## config.mk

```make
export PLATFORM = sky130hd
export DESIGN_NAME = bin2bcd_ctrl
export DESIGN_NICKNAME = d
export VERILOG_FILES = /design/src/rtl/bin2bcd_ctrl.sv
export SDC_FILE = /design/constraint.sdc
export NUM_CORES = 1
export LEC_CHECK = 0
export CORE_UTILIZATION = 50
export DETAILED_ROUTE_END_ITERATION = 10
export GPL_TIMING_DRIVEN = 1
export HOLD_SLACK_MARGIN = 0.08
export PLACE_DENSITY = 0.78
export SLEW_MARGIN = 20
export SYNTH_ARGS = -nofsm -noshare
export SYNTH_HDL_FRONTEND = slang
export SYNTH_SLANG_ARGS = --single-unit
```

## constraint.sdc

```tcl
create_clock -name clk -period 2.2 [get_ports clk]
set_input_delay 0.33 -clock clk [delete_from_list [all_inputs] [get_ports clk]]
set_output_delay 0.33 -clock clk [all_outputs]
set_load 0.02 [all_outputs]
```

## src/rtl/bin2bcd_ctrl.sv

```systemverilog
// bin2bcd_ctrl: double-dabble binary-to-BCD controller; ports: clk/rst, in_valid/in_ready/in_bin, out_valid/out_ready/out_bcd/out_ovf, busy
module bin2bcd_ctrl #(
  parameter int BIN_W  = 8,
  parameter int DIGITS = 3
) (
  input  logic                  clk,
  input  logic                  rst,
  input  logic                  in_valid,
  output logic                  in_ready,
  input  logic [BIN_W-1:0]      in_bin,
  output logic                  out_valid,
  input  logic                  out_ready,
  output logic [4*DIGITS-1:0]   out_bcd,
  output logic                  out_ovf,
  output logic                  busy
);
  localparam int CW = $clog2(BIN_W + 1);
  typedef enum logic [1:0] {IDLE, SHIFT, DONE} state_t;
  state_t r_state, w_next;
  logic [BIN_W-1:0] r_shreg;
  logic [CW-1:0] r_cnt;
  logic [4*DIGITS-1:0] r_dig, w_adj, w_shift;
  logic r_ovf;
  for (genvar k = 0; k < DIGITS; k++) begin : g_dig
    assign w_adj[4*k+:4] = (r_dig[4*k+:4] >= 4'd5) ? r_dig[4*k+:4] + 4'd3 : r_dig[4*k+:4];
    if (k == 0) begin : g_lsd
      assign w_shift[3:0] = {w_adj[2:0], r_shreg[BIN_W-1]};
    end else begin : g_hsd
      assign w_shift[4*k+:4] = {w_adj[4*k+:3], w_adj[4*k-1]};
    end
  end
  always_comb begin
    w_next = r_state;
    if (r_state == IDLE && in_valid) w_next = SHIFT;
    else if (r_state == SHIFT && r_cnt == CW'(1)) w_next = DONE;
    else if (r_state == DONE && out_ready) w_next = IDLE;
  end
  always_ff @(posedge clk) begin
    if (rst) begin
      r_state <= IDLE;
      r_shreg <= '0;
      r_dig   <= '0;
      r_cnt   <= '0;
      r_ovf   <= 1'b0;
    end else begin
      r_state <= w_next;
      if (r_state == IDLE && in_valid) begin
        r_shreg <= in_bin;
        r_dig   <= '0;
        r_cnt   <= CW'(BIN_W);
        r_ovf   <= 1'b0;
      end else if (r_state == SHIFT) begin
        r_dig   <= w_shift;
        r_shreg <= r_shreg << 1;
        r_cnt   <= r_cnt - CW'(1);
        r_ovf   <= r_ovf | w_adj[4*DIGITS-1];
      end
    end
  end
  assign in_ready  = r_state == IDLE;
  assign out_valid = r_state == DONE;
  assign busy      = r_state == SHIFT;
  assign out_bcd   = r_dig;
  assign out_ovf   = r_ovf;
endmodule

```

## Word level (Yosys, flattened, before mapping)

Cells that the tools add are included.

| storage, ports and cells | value |
|---|---|
| output and inout bits | 16 |
| memories | 0 |
| input port bits | 12 |
| logic and storage cells | 36 |
| ROM bits | 0 |
| latch bits | 0 |
| bits in writable memories | 0 |
| register bits | 27 |

| operators by class | value |
|---|---|
| $lt $le $gt $ge | 3 |
| muxes and demuxes | 10 |
| reductions and logical operators | 8 |
| bitwise gates (word level) | 1 |
| multiply operators | 0 |
| div/mod/pow operators | 0 |
| equal/unequal tests | 3 |
| add/subtract/negate cells | 4 |
| shifts and indexed selects | 0 |

Operator list:

| operator | count |
|---|---|
| 4-bit 2-to-1 mux | 5 |
| 8-bit 2-to-1 mux | 2 |
| 4-bit by 2-bit adder with 4-bit output (second input constant) | 3 |
| 4-bit by 3-bit greater-or-equal comparator with 1-bit output (second input constant) | 3 |
| 4-bit by 1-bit equality test with 1-bit output (second input constant) | 1 |
| 2-bit 2-to-1 mux | 2 |
| 2-bit nonzero test | 2 |
| 4-bit by 1-bit subtractor with 4-bit output (second input constant) | 1 |
| 1-bit logical AND | 3 |
| 3-bit nonzero test | 1 |
| 2-bit by 1-bit equality test with 1-bit output (second input constant) | 1 |
| 2-bit equality test (second input constant) | 1 |
| 2-bit logical NOT | 1 |
| 2-bit OR reduction | 1 |
| 1-bit 2-to-1 mux | 1 |
| 1-bit bitwise OR | 1 |

## Depth between registers and ports, before layout

| depth | value |
|---|---|
| depth in word-level cells | 5 |
| gate-level depth with buffers | 6 |
| depth with buffers taken out | 6 |

## Least setup slack after synthesis

OpenSTA, ideal clock, no wires.

| timing | value |
|---|---|
| path type | register to register |
| start point | reg r_dig[5], in the netlist out_bcd[5] |
| end point | reg r_dig[6], in the netlist out_bcd[6] |
| buffers on the path | 0 |
| path slack | 0.465 ns |
| clock period less this slack | 1.735 ns |
| library setup time | 0.086 ns |
| arrival | 1.649 ns |
| data required time | 2.114 ns |
| stages on the path, launching flop included | 7 |
| path through | dfxtp_1 > inv_1 > ha_1 > or2b_1 > a21oi_1 > mux2_2 > a211oi_1 |

| on the way | value |
|---|---|
| word-level cells in the longest chain between the ends | 2 |
| elaborated cells between the ends (all ways) | 3 |
| classes of those cells | add/sub: 1; order compare: 1; mux: 1 |

Ends and longest elaborated chain:

| item | RTL line | source |
|---|---|---|
| start: declaration | 22 | `logic [4*DIGITS-1:0] r_dig, w_adj, w_shift;` |
| start signal: assignment | 53 | `r_dig <= w_shift;` |
| 4-bit by 2-bit adder with 4-bit output or 4-bit by 3-bit greater-or-equal comparator with 1-bit output (tied branches) | 25 | `assign w_adj[4*k+:4] = (r_dig[4*k+:4] >= 4'd5) ? r_dig[4*k+:4] + 4'd3 : r_dig[4*k+:4];` |
| 4-bit 2-to-1 mux * | 25 |  |

Every way passes the cells marked *; elsewhere a longest branch is shown, timed or not.
A chain may end at the register's enable or synchronous reset.

## Worst setup path after layout

| timing | value |
|---|---|
| start point | reg r_state[0] |
| end point | out busy |

| on the way | value |
|---|---|
| word-level cells in the longest chain between the ends | 1 |

Ends and longest elaborated chain:

| item | RTL line | source |
|---|---|---|
| start: declaration | 19 | `state_t r_state, w_next;` |
| start signal: assignment | 46 | `r_state <= w_next;` |
| 2-bit by 1-bit equality test with 1-bit output | 62 | `assign busy = r_state == SHIFT;` |
| end: declaration | 15 | `output logic busy` |

Every way passes these cells.

==> impl_metrics.csv <==
group,metric,value,unit
clock_tree,cts-buffers-inserted,3,
clock_tree,post_cts_buffers,0,
place,dp_hpwl,2110,um
global_routing,grt_overflow,0,
timing,finClkSkew,0.00362,ns
setup_path,start_kind,"register",
cells_and_area,antennaDiodeCount,0,
floorplan,initial_core_util,53.8,%
synthesis,yosys_warnings,0,
cells_and_area,final_layout_size_suffix_gt1_share,7.53,%
floorplan,die_w,53.8,um
timing,layout_setup_ws,0.311,ns
pwr,vdd_ir_drop_max,0.391,mV
global_routing,grt_pass1_vias,1168,
drt,viasPerCell,5.75,
pwr,internal_power,0.668,mW
pwr,swShare,28.4,%
setup_path,r2r_start,"out_bcd[4]",
setup_path,critPathCaptureType,"output pin",
clock_tree,clk_latency,0.32,ns
drt,ant_nets,0,
timing,hold_viol_final,0,
setup_path,critPathKind,"reg2out",
timing,rsz0062_at_grt,"no",
global_routing,grt_use_total,22.8,%
synthesis,syn_avg_cell_area,8.50,sq um
pwr,power.switching,0.264,mW
drt,wirelength,2880,um
timing,worst_slew_pin_slew,0.545,ns
pwr,p_clk_share,22.5,%
drt,first_pass_iters,4,
clock_tree,cts_tree,"yes",
global_routing,grt_start_max_net_pins,33,
cells_and_area,nNetsFinal,207,
setup_path,startpoint,"r_state[0]",
drt,drc,0,
timing,setup_tns,0,ns
global_routing,grt_pass1_wl,4820,um
place,routabilityCongestion,0.727,
setup_path,cp.arrival,1.56,ns
global_routing,antenna_found_initial,0,
clock_tree,path_clk_slew,0.14,ns
timing,slew_headroom,63.7,%
min_path,worstHoldStart,"r_shreg[7]",
clock_tree,ctsResizeCount,0,
synthesis,syn_area,0.00134,sq mm
floorplan,die-area,0.00290,sq mm
drt,drt_iter0_markers,19,
timing,maxSlewViolCount,0,
clock_tree,cts_hold_buf,0,
synthesis,ys_seq_area_share,40.2,%
drt,num_vias,1241,
outcome,status,"finished, final reports clean",
cells_and_area,syn_to_final_growth,24.6,%
clock_tree,htreeDepth,1,
place,port_buffers,27,
cells_and_area,fillers,228,
synthesis,synth_cell_types,33,
floorplan,core-area,0.00250,sq mm
floorplan,rows,18,
timing,setup_viol,0,
drt,wl_per_cell,13.3,um
setup_path,cp_max_fo,7,
place,dp_slack,0.320,ns
pwr,pwr-share-seq,57.9,%
synthesis,ys_seq_elements,27,
pwr,pwr-share-comb,19.6,%
clock_tree,cts_buffer_depth,2,
setup_path,required,1.87,ns
pwr,p_leak,0.586,nW
synthesis,synth.net_count,178,
min_path,hold_path_class,"reg2reg",
clock_tree,cts.sinks,27,
floorplan,die_h,53.8,um
pwr,powerDensity,557,mW/mm^2
floorplan,io_pins,28,
clock_tree,clockRootBuffer,"clkbuf_4",
cells_and_area,final_cell_mix,"clkdlybuf4s50_1, dfxtp_1, a21oi_1, nor2_1, nand2_1",
timing,max_freq,529,MHz
timing,post-route-period-util,85.8,%
timing,layout_min_cycle_time,1.89,ns
synthesis,synth_cells,158,
job,cap_violations,0,
-- flip-flops by register name, indices dropped and copies added (netlist names) --
signal   count
r_shreg      8
r_state      2
out_ovf      1
r_cnt        4
out_bcd     12
-- Yosys cell counts --
cell / n / area share [%]
a2111oi_0: 3 / 2.0
a211oi_1: 8 / 4.5
a21oi_1: 22 / 8.2
a22oi_1: 7 / 3.9
a31oi_1: 4 / 1.9
a41oi_1: 3 / 2.0
and3_1: 1 / 0.47
buf_2: 6 / 2.2
clkbuf_1: 1 / 0.28
dfxtp_1: 27 / 40
ha_1: 8 / 7.4
inv_1: 9 / 2.5
inv_2: 1 / 0.28
mux2_2: 3 / 2.5
nand2_1: 11 / 3.1
nand2b_1: 4 / 1.9
nand2b_2: 1 / 0.65
nand3_1: 4 / 1.5
nand3b_1: 1 / 0.56
nor2_1: 14 / 3.9
nor2_2: 1 / 0.47
nor2b_1: 1 / 0.47
nor3_1: 1 / 0.37
nor3b_1: 2 / 1.1
nor3b_2: 1 / 0.93
nor4_1: 1 / 0.47
o21ai_0: 7 / 2.6
o31a_1: 1 / 0.65
o31ai_1: 1 / 0.56
or2b_1: 1 / 0.56
or3b_1: 1 / 0.65
xnor2_1: 1 / 0.65
xor2_1: 1 / 0.65
-- layout make-up --
cell class / instances / area (sq um) / area share (%)
inverter: 10 / 37.5 / 2.24
timing repair buffer: 31 / 300 / 17.9
multi-input combinational: 114 / 732 / 43.7
tap: 30 / 37.5 / 2.24
sequential: 27 / 541 / 32.3
clock buffer: 4 / 26.3 / 1.57
-- power by group through the flow --
stage	registers, mW	logic (mW)	clock network (mW)
final	0.540	0.183	0.210
after global routing	0.543	0.206	0.233
after CTS	0.539	0.185	0.217
after detailed placement	0.550	0.184	0
after global placement	0.547	0.178	0
after floorplan	0.551	0.110	0
-- cell families after synthesis --
| kind of cell | share of synthesized area (%) |
|---|---|
| xor+xnor | 1.30 |
| buf+inv | 5.31 |
| simple gates | 17.0 |
| flops | 40.2 |
| compound gates | 26.2 |
| fa+ha+maj | 7.45 |
| mux | 2.51 |
-- worst paths after layout --
check | endpoint | slack (ns) | cells past startpoint
min reg2reg | r_shreg[7] | 0.47 | 2
min | r_shreg[7] | 0.47 | 2
max | busy | 0.31 | 3
max reg2reg | out_bcd[6] | 0.41 | 6
-- through the flow --
step | hold WS (ns) | utilization, % | std cells | instance area, sq um | power (mW)
floorplan | 0.403 | - | 158 | 1340 | 0.661
global placement | 0.446 | 65.9 | 212 | 1650 | 0.725
detailed placement | 0.455 | 65.9 | 212 | 1650 | 0.734
CTS | 0.474 | 67.0 | 216 | 1670 | 0.941
global route | 0.497 | 67.0 | 216 | 1670 | 0.982
finish | 0.469 | 67.0 | 216 | 1670 | 0.933
-- routing by layer --
layer | GRT usage, % | up-vias | part of all wire (%)
met1 | 25.4 | 577 | 43
li1 | - | 630 | -
met2 | 43.2 | 30 | 53
met4 | 9.21 | 0 | 1.3
met5 | 0 | - | 0
met3 | 2.54 | 4 | 2.8
-- worst max-delay path: stages, from the launching register on --
cell             delay, ns
dfxtp_1               0.49
nand2b_2              0.10
inv_2                 0.06
clkdlybuf4s50_1       0.59
Power figures use the tool's default switching activity.
==> RTL edit: new RTL, same settings <==
Reset style: asynchronous (`rst`), changed in one clocked block.
--- a/src/rtl/bin2bcd_ctrl.sv
+++ b/src/rtl/bin2bcd_ctrl.sv
@@ -35,7 +35,7 @@
     else if (r_state == SHIFT && r_cnt == CW'(1)) w_next = DONE;
     else if (r_state == DONE && out_ready) w_next = IDLE;
   end
-  always_ff @(posedge clk) begin
+  always_ff @(posedge clk or posedge rst) begin
     if (rst) begin
       r_state <= IDLE;
       r_shreg <= '0;
Formal check against the unedited RTL: differs if rst is asserted again (counterexample within 4 cycles, from zero or initial values and one cycle with rst high); with rst held inactive, the same outputs for 10 cycles.
==> RTL edit against the unedited design <==
Routed wire length down 5.5%; area after synthesis grew 5.7%; worst setup slack got worse by 60 ps; core utilization increased by 0.086 points; final area grew 3.7%; register-to-register slack better by 140 ps; worst hold slack worse by 120 ps; count of clock-buffer cells in the layout did not move; sequential cell count unchanged; via count fell by 12%.
Power is not compared: it rests on default switching activity, and its combinational part moved more than twofold at a synthesized area within 25%.
==> RTL edit: results <==
INSERT INTO impl_metrics (metric_group, metric, value, unit) VALUES
('setup_path', 'delay_of_the_slowest_critical_path_stage', '480', 'ps'),
('synth', 'postSynth.topFlopCell', 'dfrtp_1', ''),
('grt', 'first_global_vias', '1106', ''),
('grt', 'grt_pass1_wl', '4710', 'µm'),
('synth', 'synth_async_sr_flop_share', '100', '%'),
('setup_path', 'timing.critical_path.fanout_max', '18', ''),
('synth', 'synthDistinctLibCells', '27', ''),
('sta', 'post_route_clock_skew', '3.53', 'ps'),
('hold_path', 'hp-class', 'in -> async', ''),
('grt', 'grtUsageTotal', '19.2', '%'),
('layout', 'final_layout_size_suffix_gt1_share', '7.56', '%'),
('synth', 'netlist_top_cells_area', 'dfrtp_1, nand2_1, ha_1', ''),
('layout', 'n_fill_cell', '200', ''),
('setup_path', 'critPathArrivalTime', '1620', 'ps'),
('route', 'route.final.wire_length', '2720', 'µm'),
('synth', 'synth_top_cells_by_count', 'nand2_1, dfrtp_1, o21ai_0', ''),
('layout', 'finalNetCount', '193', ''),
('route', 'vias', '1091', ''),
('placed_design', 'place_area', '0.00171', 'mm²'),
('route', 'drtIter0Drc', '28', ''),
('setup_path', 'slowest_stage', 'dfrtp_1', ''),
('power', 'vdd.ir_drop.worst', '0.381', 'mV'),
('status', 'outcome', 'finished, final reports clean', ''),
('placed_design', 'place.detailed.hpwl', '1990', 'µm'),
('placed_design', 'place.gp.congestion', '0.803', ''),
('synth', 'mappedNetlistNets', '163', ''),
('grt', 'grt_start_max_net_pins', '28', '');
==> RTL edit: metrics by stage <==
stage,std cells,worst slack [ps]
floorplan,143,672
global placement,198,376
detailed placement,198,334
CTS,202,249
global route,202,177
finish,202,252
==> RTL edit: what timing repair did <==
item	4_1_cts	5_1_grt
endpoints found under the setup margin	1	0
resized for setup	2	0
hold buffers	0	0
==> RTL edit: layer usage <==
metal	vias up	track usage, %	share of wire, %
met5	-	0	0
met4	0	7.50	1.3
met3	4	2.34	3.1
met2	19	35.1	50
met1	522	22.7	45
li1	546	-	-
==> RTL edit: kinds of logic (layout without fill, tap and decap cells) <==
| group | count (synthesis) | after routing | share of synthesized area [%] |
|---|---|---|---|
| flops | 27 | 27 | 47.6 |
| xor+xnor | 8 | 8 | 4.93 |
| buf+inv | 15 | 44 | 5.55 |
| simple gates | 50 | 50 | 18.1 |
| fa+ha+maj | 8 | 8 | 7.05 |
| compound gates | 32 | 32 | 14.7 |
| mux | 3 | 3 | 2.11 |
==> RTL edit: power by group through the flow <==
| stage | registers, mW | logic (mW) | clock network (mW) |
|---|---|---|---|
| 2_1_floorplan | 0.518 | 0.0146 | 0 |
| 3_3_place_gp | 0.519 | 0.0391 | 0 |
| 3_5_place_dp | 0.520 | 0.0403 | 0 |
| 4_1_cts | 0.511 | 0.0401 | 0.218 |
| 5_1_grt | 0.512 | 0.0441 | 0.235 |
| 6_report | 0.511 | 0.0389 | 0.214 |
==> RTL edit: area by class of cell <==
type	instances	area [µm²]	share of cell area [%]
clock buffers	4	26.3	1.51
inverters	11	46.3	2.67
multi-input cells	101	666	38.3
flip-flops and latches	27	677	39.0
well taps	30	37.5	2.16
repair buffers	29	284	16.4
==> RTL edit: final timing paths <==
kind,startpoint,to,slack (ps)
min,rst,out_bcd[8],350
max reg2reg,out_bcd[0],out_bcd[2],550
min in group clk,out_ovf,out_ovf,500
max,r_state[1],busy,250
max in group asynchronous,rst,r_state[0],1580
min reg2reg,out_ovf,out_ovf,500
==> RTL edit: critical path, delay by kind of cell, from the launching register on <==
| kind | cells | cell delay [ps] |
|---|---|---|
| flops | 1 | 480 |
| simple gates | 1 | 270 |
| buf+inv | 2 | 550 |
